[src/rtl/ula_pkg.sv]
// Shared definitions for the ALU input stage: FSM states and operation codes.
package ula_pkg;

  typedef enum logic [1:0] {
    ESPERA_A  = 2'b00,
    ESPERA_B  = 2'b01,
    ESPERA_OP = 2'b10,
    EXIBE     = 2'b11
  } estado_e;

  localparam logic [2:0] OP_AND  = 3'b000;
  localparam logic [2:0] OP_OR   = 3'b001;
  localparam logic [2:0] OP_SOMA = 3'b010;
  localparam logic [2:0] OP_SUB  = 3'b011;
  localparam logic [2:0] OP_MUL2 = 3'b100;
  localparam logic [2:0] OP_DIV2 = 3'b101;
  localparam logic [2:0] OP_MAX  = OP_DIV2;

  // True when the code names an operation the ALU implements.
  function automatic logic op_valida(input logic [2:0] op);
    return op <= OP_MAX;
  endfunction

endpackage

[src/rtl/filtro_botao.sv]
// Push-button conditioner: 2-FF synchroniser, optional debounce, one-cycle
// registered press event on the falling edge of the filtered level.
// ENTRADA_DEBOUNCE_EN defined   : debounce filter of DEBOUNCE_CICLOS samples.
// ENTRADA_DEBOUNCE_EN undefined : synchroniser output used directly.
// A key held through reset never produces an event until it is released once.
module filtro_botao #(
  parameter int unsigned DEBOUNCE_CICLOS = 250000
) (
  input  logic clk,
  input  logic rst_n,
  input  logic key_i,
  output logic evento_o
);

  localparam int unsigned CW = $clog2(DEBOUNCE_CICLOS + 1);

  logic [1:0] sinc_q;
  logic [1:0] rdy_q;
  logic       armado_q, armado_d;
  logic       evento_q, evento_d;
  logic       nivel_q, nivel_d;

`ifdef ENTRADA_DEBOUNCE_EN
  logic [CW-1:0] cnt_q, cnt_d;
  logic          filt_q, filt_d;

  // Debounce: count stable-low samples, drop the level once the count is reached.
  always_comb begin
    cnt_d  = cnt_q;
    filt_d = filt_q;
    if (sinc_q[1]) begin
      cnt_d  = '0;
      filt_d = 1'b1;
    end else begin
      if (cnt_q < CW'(DEBOUNCE_CICLOS)) cnt_d = cnt_q + CW'(1);
      if (cnt_d == CW'(DEBOUNCE_CICLOS)) filt_d = 1'b0;
    end
  end

  // Debounce counter and filtered level registers.
  always_ff @(posedge clk or negedge rst_n) begin
    if (!rst_n) begin
      cnt_q  <= '0;
      filt_q <= 1'b1;
    end else begin
      cnt_q  <= cnt_d;
      filt_q <= filt_d;
    end
  end

  assign nivel_q = filt_q;
  assign nivel_d = filt_d;
`else
  logic [CW-1:0] unused_cfg;
  assign unused_cfg = CW'(DEBOUNCE_CICLOS);

  assign nivel_q = sinc_q[1];
  assign nivel_d = sinc_q[0];
`endif

  // Arm only after a genuine released sample; press event on high-to-low level.
  always_comb begin
    armado_d = armado_q | (rdy_q[1] & sinc_q[1]);
    evento_d = armado_q & nivel_q & ~nivel_d;
  end

  // Synchroniser, sample-valid tracker, arm flag and event register.
  always_ff @(posedge clk or negedge rst_n) begin
    if (!rst_n) begin
      sinc_q   <= 2'b11;
      rdy_q    <= 2'b00;
      armado_q <= 1'b0;
      evento_q <= 1'b0;
    end else begin
      sinc_q   <= {sinc_q[0], key_i};
      rdy_q    <= {rdy_q[0], 1'b1};
      armado_q <= armado_d;
      evento_q <= evento_d;
    end
  end

  assign evento_o = evento_q;

endmodule

[src/rtl/entrada_operandos.sv]
// Input stage for the 4-bit ALU: commits operand A, operand B and the
// operation code with successive confirma presses; cancela restarts.
// Optional debounce in the key conditioners: ENTRADA_DEBOUNCE_EN.
module entrada_operandos
  import ula_pkg::*;
#(
  parameter int unsigned LARGURA         = 4,
  parameter int unsigned DEBOUNCE_CICLOS = 250000
) (
  input  logic               clk,
  input  logic               rst_n,
  input  logic [LARGURA-1:0] sw_dado,
  input  logic [2:0]         sw_sel,
  input  logic               key_confirma,
  input  logic               key_cancela,
  output logic [LARGURA-1:0] numum,
  output logic [LARGURA-1:0] numdois,
  output logic [2:0]         sel,
  output logic               valido,
  output logic               erro,
  output logic [1:0]         estado
);

  logic confirma_ev;
  logic cancela_ev;

  filtro_botao #(.DEBOUNCE_CICLOS(DEBOUNCE_CICLOS)) u_confirma (
    .clk      (clk),
    .rst_n    (rst_n),
    .key_i    (key_confirma),
    .evento_o (confirma_ev)
  );

  filtro_botao #(.DEBOUNCE_CICLOS(DEBOUNCE_CICLOS)) u_cancela (
    .clk      (clk),
    .rst_n    (rst_n),
    .key_i    (key_cancela),
    .evento_o (cancela_ev)
  );

  estado_e            state_q, state_d;
  logic [LARGURA-1:0] numum_q, numum_d;
  logic [LARGURA-1:0] numdois_q, numdois_d;
  logic [2:0]         sel_q, sel_d;
  logic               valido_q, valido_d;
  logic               erro_q, erro_d;

  // Next state and committed values; cancela overrides a simultaneous confirma.
  always_comb begin
    state_d   = state_q;
    numum_d   = numum_q;
    numdois_d = numdois_q;
    sel_d     = sel_q;
    erro_d    = 1'b0;
    if (cancela_ev) begin
      state_d = ESPERA_A;
    end else if (confirma_ev) begin
      case (state_q)
        ESPERA_A: begin
          numum_d = sw_dado;
          state_d = ESPERA_B;
        end
        ESPERA_B: begin
          numdois_d = sw_dado;
          state_d   = ESPERA_OP;
        end
        ESPERA_OP: begin
          if (op_valida(sw_sel)) begin
            sel_d   = sw_sel;
            state_d = EXIBE;
          end else begin
            erro_d = 1'b1;
          end
        end
        EXIBE: begin
          state_d = ESPERA_A;
        end
      endcase
    end
    valido_d = (state_d == EXIBE);
  end

  // State and output registers.
  always_ff @(posedge clk or negedge rst_n) begin
    if (!rst_n) begin
      state_q   <= ESPERA_A;
      numum_q   <= '0;
      numdois_q <= '0;
      sel_q     <= '0;
      valido_q  <= 1'b0;
      erro_q    <= 1'b0;
    end else begin
      state_q   <= state_d;
      numum_q   <= numum_d;
      numdois_q <= numdois_d;
      sel_q     <= sel_d;
      valido_q  <= valido_d;
      erro_q    <= erro_d;
    end
  end

  assign numum   = numum_q;
  assign numdois = numdois_q;
  assign sel     = sel_q;
  assign valido  = valido_q;
  assign erro    = erro_q;
  assign estado  = state_q;

endmodule
[config.mk]
export PLATFORM = sky130hd
export DESIGN_NAME = entrada_operandos
export DESIGN_NICKNAME = d
export VERILOG_FILES = /design/src/rtl/ula_pkg.sv /design/src/rtl/filtro_botao.sv /design/src/rtl/entrada_operandos.sv
export SDC_FILE = /design/constraint.sdc
export NUM_CORES = 1
export LEC_CHECK = 0
export BUFFER_PORTS_ARGS = -buffer_cell sky130_fd_sc_hd__buf_4
export CORE_UTILIZATION = 50
export CTS_CLUSTER_DIAMETER = 40
export DETAILED_ROUTE_END_ITERATION = 10
export HOLD_SLACK_MARGIN = 0.03
export MAX_ROUTING_LAYER = met4
export PLACE_DENSITY = 0.85
export SYNTH_ARGS = -nofsm -noshare
export SYNTH_HDL_FRONTEND = slang
export SYNTH_HIERARCHICAL = 1
export SYNTH_SLANG_ARGS = --single-unit
[constraint.sdc]
create_clock -name clk -period 1.6 [get_ports clk]
set_input_delay 0.08 -clock clk [delete_from_list [all_inputs] [get_ports clk]]
set_output_delay 0.08 -clock clk [all_outputs]
set_load 0.05 [all_outputs]
Word level (Yosys, flattened, before mapping)
Cells that the tools add are included.

Bits in registers: 27.

Magnitude comparators: 1. Equality and inequality tests: 4. Mux-type cells: 8. Bitwise operators: 11. Reduce and logical (&&, ||, !) cells: 4.

Operator list (count): case mux 2 bit (4 select lines) (1); bitwise AND 1 bit (6); equality test 2 bit (second input constant) (3); 2-to-1 mux 2 bit (3); AND reduction 3 bit (2); 2-to-1 mux 1 bit (4); AND reduction 4 bit (1); less-or-equal comparator 3 bit (second input constant) (1); NOT 1 bit (3); equality test 2 x 1 -> 1 bit (second input constant) (1); zero test 2 bit (1); bitwise OR 1 bit (2).

Longest topological paths before layout
Depth in word-level cells: 6. Gate-level depth with buffers: 5.

Cells and area by module
Netlist, hierarchy kept.

Modules (own cells, without submodules): entrada_operandos (times used 1, cells each 47, area an instance 638.1 sq um); filtro_botao (times used 2, cells each 9, area an instance 172.7 sq um).

Worst setup path after synthesis
Ideal clock, no wire load.

Path kind: flip-flop to flip-flop. Start point: register state_q[1], in the netlist estado[1]. End point: register sel_q[0], in the netlist sel[0]. Arrival time: 1.532 ns. Required time: 1.475 ns. Slack: -0.057 ns. Cell stages (with the launch flop): 5. Period minus slack after synthesis: 1.657 ns. Cell sequence: dfrtp_1 ha_1 nand3b_1 a21oi_1 mux2_2.

Cells in the longest elaborated chain, start to end: 2.

RTL lines: start: declaration (RTL line entrada_operandos.sv:41) `estado_e state_q, state_d;`; start signal: assignment (RTL line entrada_operandos.sv:93) `state_q <= state_d;`; equality test 2 bit (RTL line entrada_operandos.sv:58) `case (state_q)`; AND reduction 4 bit (no line); end signal: assignment (RTL line entrada_operandos.sv:96) `sel_q <= sel_d;`; end: declaration (RTL line entrada_operandos.sv:44) `logic [2:0] sel_q, sel_d;`.

Every way passes these cells. A chain may end at the register's enable or synchronous reset.

Final worst setup path
Start point: register state_q[0], in the netlist estado[0]. End point: register valido_q, in the netlist valido.

Cells in the longest elaborated chain, start to end: 5. Elaborated cells between the ends (all ways): 9.

RTL lines: equality test 2 bit (tied with other cells) (RTL line entrada_operandos.sv:58); case mux 2 bit (4 select lines) (RTL line entrada_operandos.sv:58); 2-to-1 mux 2 bit (*) (RTL line entrada_operandos.sv:57) `end else if (confirma_ev) begin`; 2-to-1 mux 2 bit (*) (RTL line entrada_operandos.sv:55) `if (cancela_ev) begin`; named net state_d[0] (RTL line entrada_operandos.sv:41); equality test 2 bit (*) (RTL line entrada_operandos.sv:80) `valido_d = (state_d == EXIBE);`; named net valido_d (RTL line entrada_operandos.sv:45) `logic valido_q, valido_d;`; end signal: assignment (RTL line entrada_operandos.sv:97) `valido_q <= valido_d;`; end: declaration (RTL line entrada_operandos.sv:45).

Mark *: on every way through the listed nets, which the timed path passes. The rest lies on a longest branch.

==> metrics.csv <==
stage,metric,value,unit
timing,tns,0,ns
cts,clkTransAtPathRegs,0.13,ns
global_routing,grt_antenna_before_repair,0,
floorplanning,start_util,0.552,
finish,layout.cells.non_filler,131,
timing,max_freq,684,MHz
finish,layout-drive-gt1-share,0.425,
critical_path,cp_top_family,simple AND/OR/NAND/NOR gates,
run,maxCapViolCount,0,
yosys,netlist_area,983,um2
floorplanning,die-area,2150,um2
global_routing,use_met1,0.206,
floorplanning,ios,26,
yosys,synth.largest_area_cell,dfrtp_1,
yosys,synth.top_cell.area_share,0.585,
cts,cts_tree,built,
placement,io_buffers,25,
routing,drtPass1Iterations,1,
cts,clock_latency,0.31,ns
routing,num_vias,634,
timing,timing.final.crit_share,0.914,
timing,setup_viol,0,
timing,hold_viol_final,0,
critical_path,critPathMaxStageDelay,0.46,ns
yosys,synth_seq_area_share,0.692,
finish,num_antenna_cells,0,
global_routing,grt-ovfl-total,0,
yosys,synth_cell_types,19,
floorplanning,fp.dieH,46.4,um
critical_path,r2r_end,valido,
power,vdd_drop_max,1.12,mV
yosys,synth_top_cells_by_area,"dfrtp_1, dfstp_2, mux2_2",
yosys,synth-async-reset-ratio,1.00,
global_routing,grt_pass1_wl,2460,um
cts,clock-sinks,27,
global_routing,use_met2,0.283,
critical_path,reg2reg_slack,0.14,ns
cts,cts_max_path_buffers,2,
global_routing,grt_max_degree,28,
timing,drv_slew,0,
critical_path,worstPathCellList,inv_1 -> ha_1 -> and4bb_1 -> nor4_2 -> and2_1,
power,power.density,1750,nW/um2
cts,htreeDepth,1,
timing,skew,0.00662,ns
global_routing,met3_usage,0.0235,
yosys,synth-main-ff-cell,dfrtp_1,
yosys,synth.top_cells.by_count,"dfrtp_1, mux2_2, nor2_1, dfstp_2",
critical_path,cp.required,1.86,ns
yosys,synthesis.nets,79,
routing,ant_nets,0,
global_routing,grtUsageTotal,0.171,
critical_path,crit_path_end_kind,flop,
placement,dp_cells,116,
critical_path,rr_startpoint,estado[0],
routing,avgViaCountPerCell,4.84,
power,power_leakage,0.632,nW
global_routing,top_usage_layer,met2,
timing,rsz0062_at_grt,false,
critical_path,reg2reg_depth,5,
routing,wl_per_cell,12.3,um
yosys,yosysMostFrequentCell,dfrtp_1,
yosys,synth_edf_count,0,
cts,clockRootBuffer,clkbuf_4,
worst_hold_path,hold_class,input pin to asynchronous set/reset pin,
yosys,synth_area_per_cell,15.1,um2
critical_path,cp_max_fo,5,
finish,syn_to_final_growth,37.1,%
global_routing,grt_pass1_vias,587,
floorplanning,num_rows,15,
placement,gp_congestion,0.806,
floorplanning,core_area,1780,um2
yosys,syn_inst,65,
routing,first_iter_violations,0,
critical_path,crit_path_start_kind,flop,
floorplanning,die_w,46.4,um
critical_path,cp_slowest_cell,dfrtp_2,
placement,dp_hpwl,1140,um
critical_path,critPathKind,flop to flop,
critical_path,crit_buf_inv,1,
routing,totalWireLength,1610,um
timing,fin_crit,1.46,ns
routing,drc_errors,0,
yosys,yosysWarnings,6,
outcome,status,finished clean,
finish,num-nets-final,121,
critical_path,arrival,1.72,ns
cts,numCtsBuffers,3,
yosys,ys_seq_elements,27,
[through the flow]
step | setup slack [ns] | cell area, um2 | power (W) | hold slack, ns | util
6_report | 0.138 | 1350 | 0.00236 | 0.196 | 0.756
5_1_grt | 0.0629 | 1350 | 0.00247 | 0.215 | 0.756
4_1_cts | 0.136 | 1340 | 0.00238 | 0.0309 | 0.751
3_5_place_dp | 0.165 | 1210 | 0.00209 | 0.00547 | 0.680
3_3_place_gp | 0.249 | 1210 | 0.00206 | -0.00249 | 0.680
2_1_floorplan | 0.0542 | 986 | 0.00173 | -0.216 | -
[cell usage in the layout, fill, tap and decap left out]
master,count
and2_1,1
and2b_1,1
dfstp_2,4
nand2_1,3
mux2i_1,1
nor4_2,1
nand3b_1,1
ha_1,3
buf_4,26
nor2_1,5
dfrtp_2,2
clkbuf_1,1
o22a_1,2
dlygate4sd3_1,11
and3b_1,2
clkbuf_4,3
nor3b_1,1
mux2_2,9
dfrtp_1,21
a21o_1,2
a21oi_1,1
conb_1,2
inv_1,2
and4bb_1,1
[cell type report]
type | count | area (um2)
Sequential cell | 27 | 683
Fill cell | 124 | 434
Timing Repair Buffer | 37 | 305
Multi-Input combinational cell | 36 | 295
Tap cell | 25 | 31.3
Clock buffer | 4 | 26.3
Inverter | 2 | 7.51
[worst max path at each step]
stage,start,cells after the start,endpoint,slack [ns]
3_5_place_dp,estado[0],5,valido,0.16
2_1_floorplan,estado[0],5,sel[0],0.05
5_1_grt,estado[0],5,valido,0.06
4_1_cts,estado[0],5,valido,0.14
3_3_place_gp,estado[0],5,valido,0.25
6_report,estado[0],5,valido,0.14
[logic make-up (layout without fill, tap and decap cells)]
kind of cell	after synthesis	count (layout)	synth area share
AO/OA/AOI/OAI	5	5	0.0382
adder cells (fa/ha/maj)	3	3	0.0382
buffers and inverters	2	43	0.00764
flip-flops	27	27	0.692
multiplexers	10	10	0.113
other	2	2	0.00764
AND/OR/NAND/NOR	16	16	0.103
[registers in the layout, summed over array words and instances (netlist names)]
register,count
numdois,4
u_confirma/sinc_q,2
u_confirma/evento_o,1
valido,1
u_confirma/rdy_q,2
u_cancela/armado_q,1
numum,4
estado,2
erro,1
u_confirma/armado_q,1
u_cancela/evento_o,1
sel,3
u_cancela/sinc_q,2
u_cancela/rdy_q,2
[power by group]
part	total, W	leakage [nW]	internal, W	switching, W
logic	0.00113	0.304	0.000380	0.000748
clock network	0.000274	0.0150	0.0000971	0.000176
registers	0.000959	0.313	0.000859	0.0000997
total	0.00236	0.632	0.00134	0.00102
[per-layer routing]
layer	routed length (um)	up-vias
met1	692	322
met5	0	-
met3	50	2
met2	853	13
li1	-	297
met4	10	0
[what timing repair did]
item	4_1_cts	5_1_grt
gates resized for setup	0	0
hold endpoints to repair	39	1
buffers inserted	0	0
hold buffers	10	1
setup endpoints to repair	0	0
[worst reg2reg max path: cells and delay by family (launching register included)]
family | cells | cell delay, ns
adder cells (fa/ha/maj) | 1 | 0.19
buffers and inverters | 1 | 0.09
flip-flops | 1 | 0.46
AND/OR/NAND/NOR | 3 | 0.67
(Power assumes the default switching activity.)
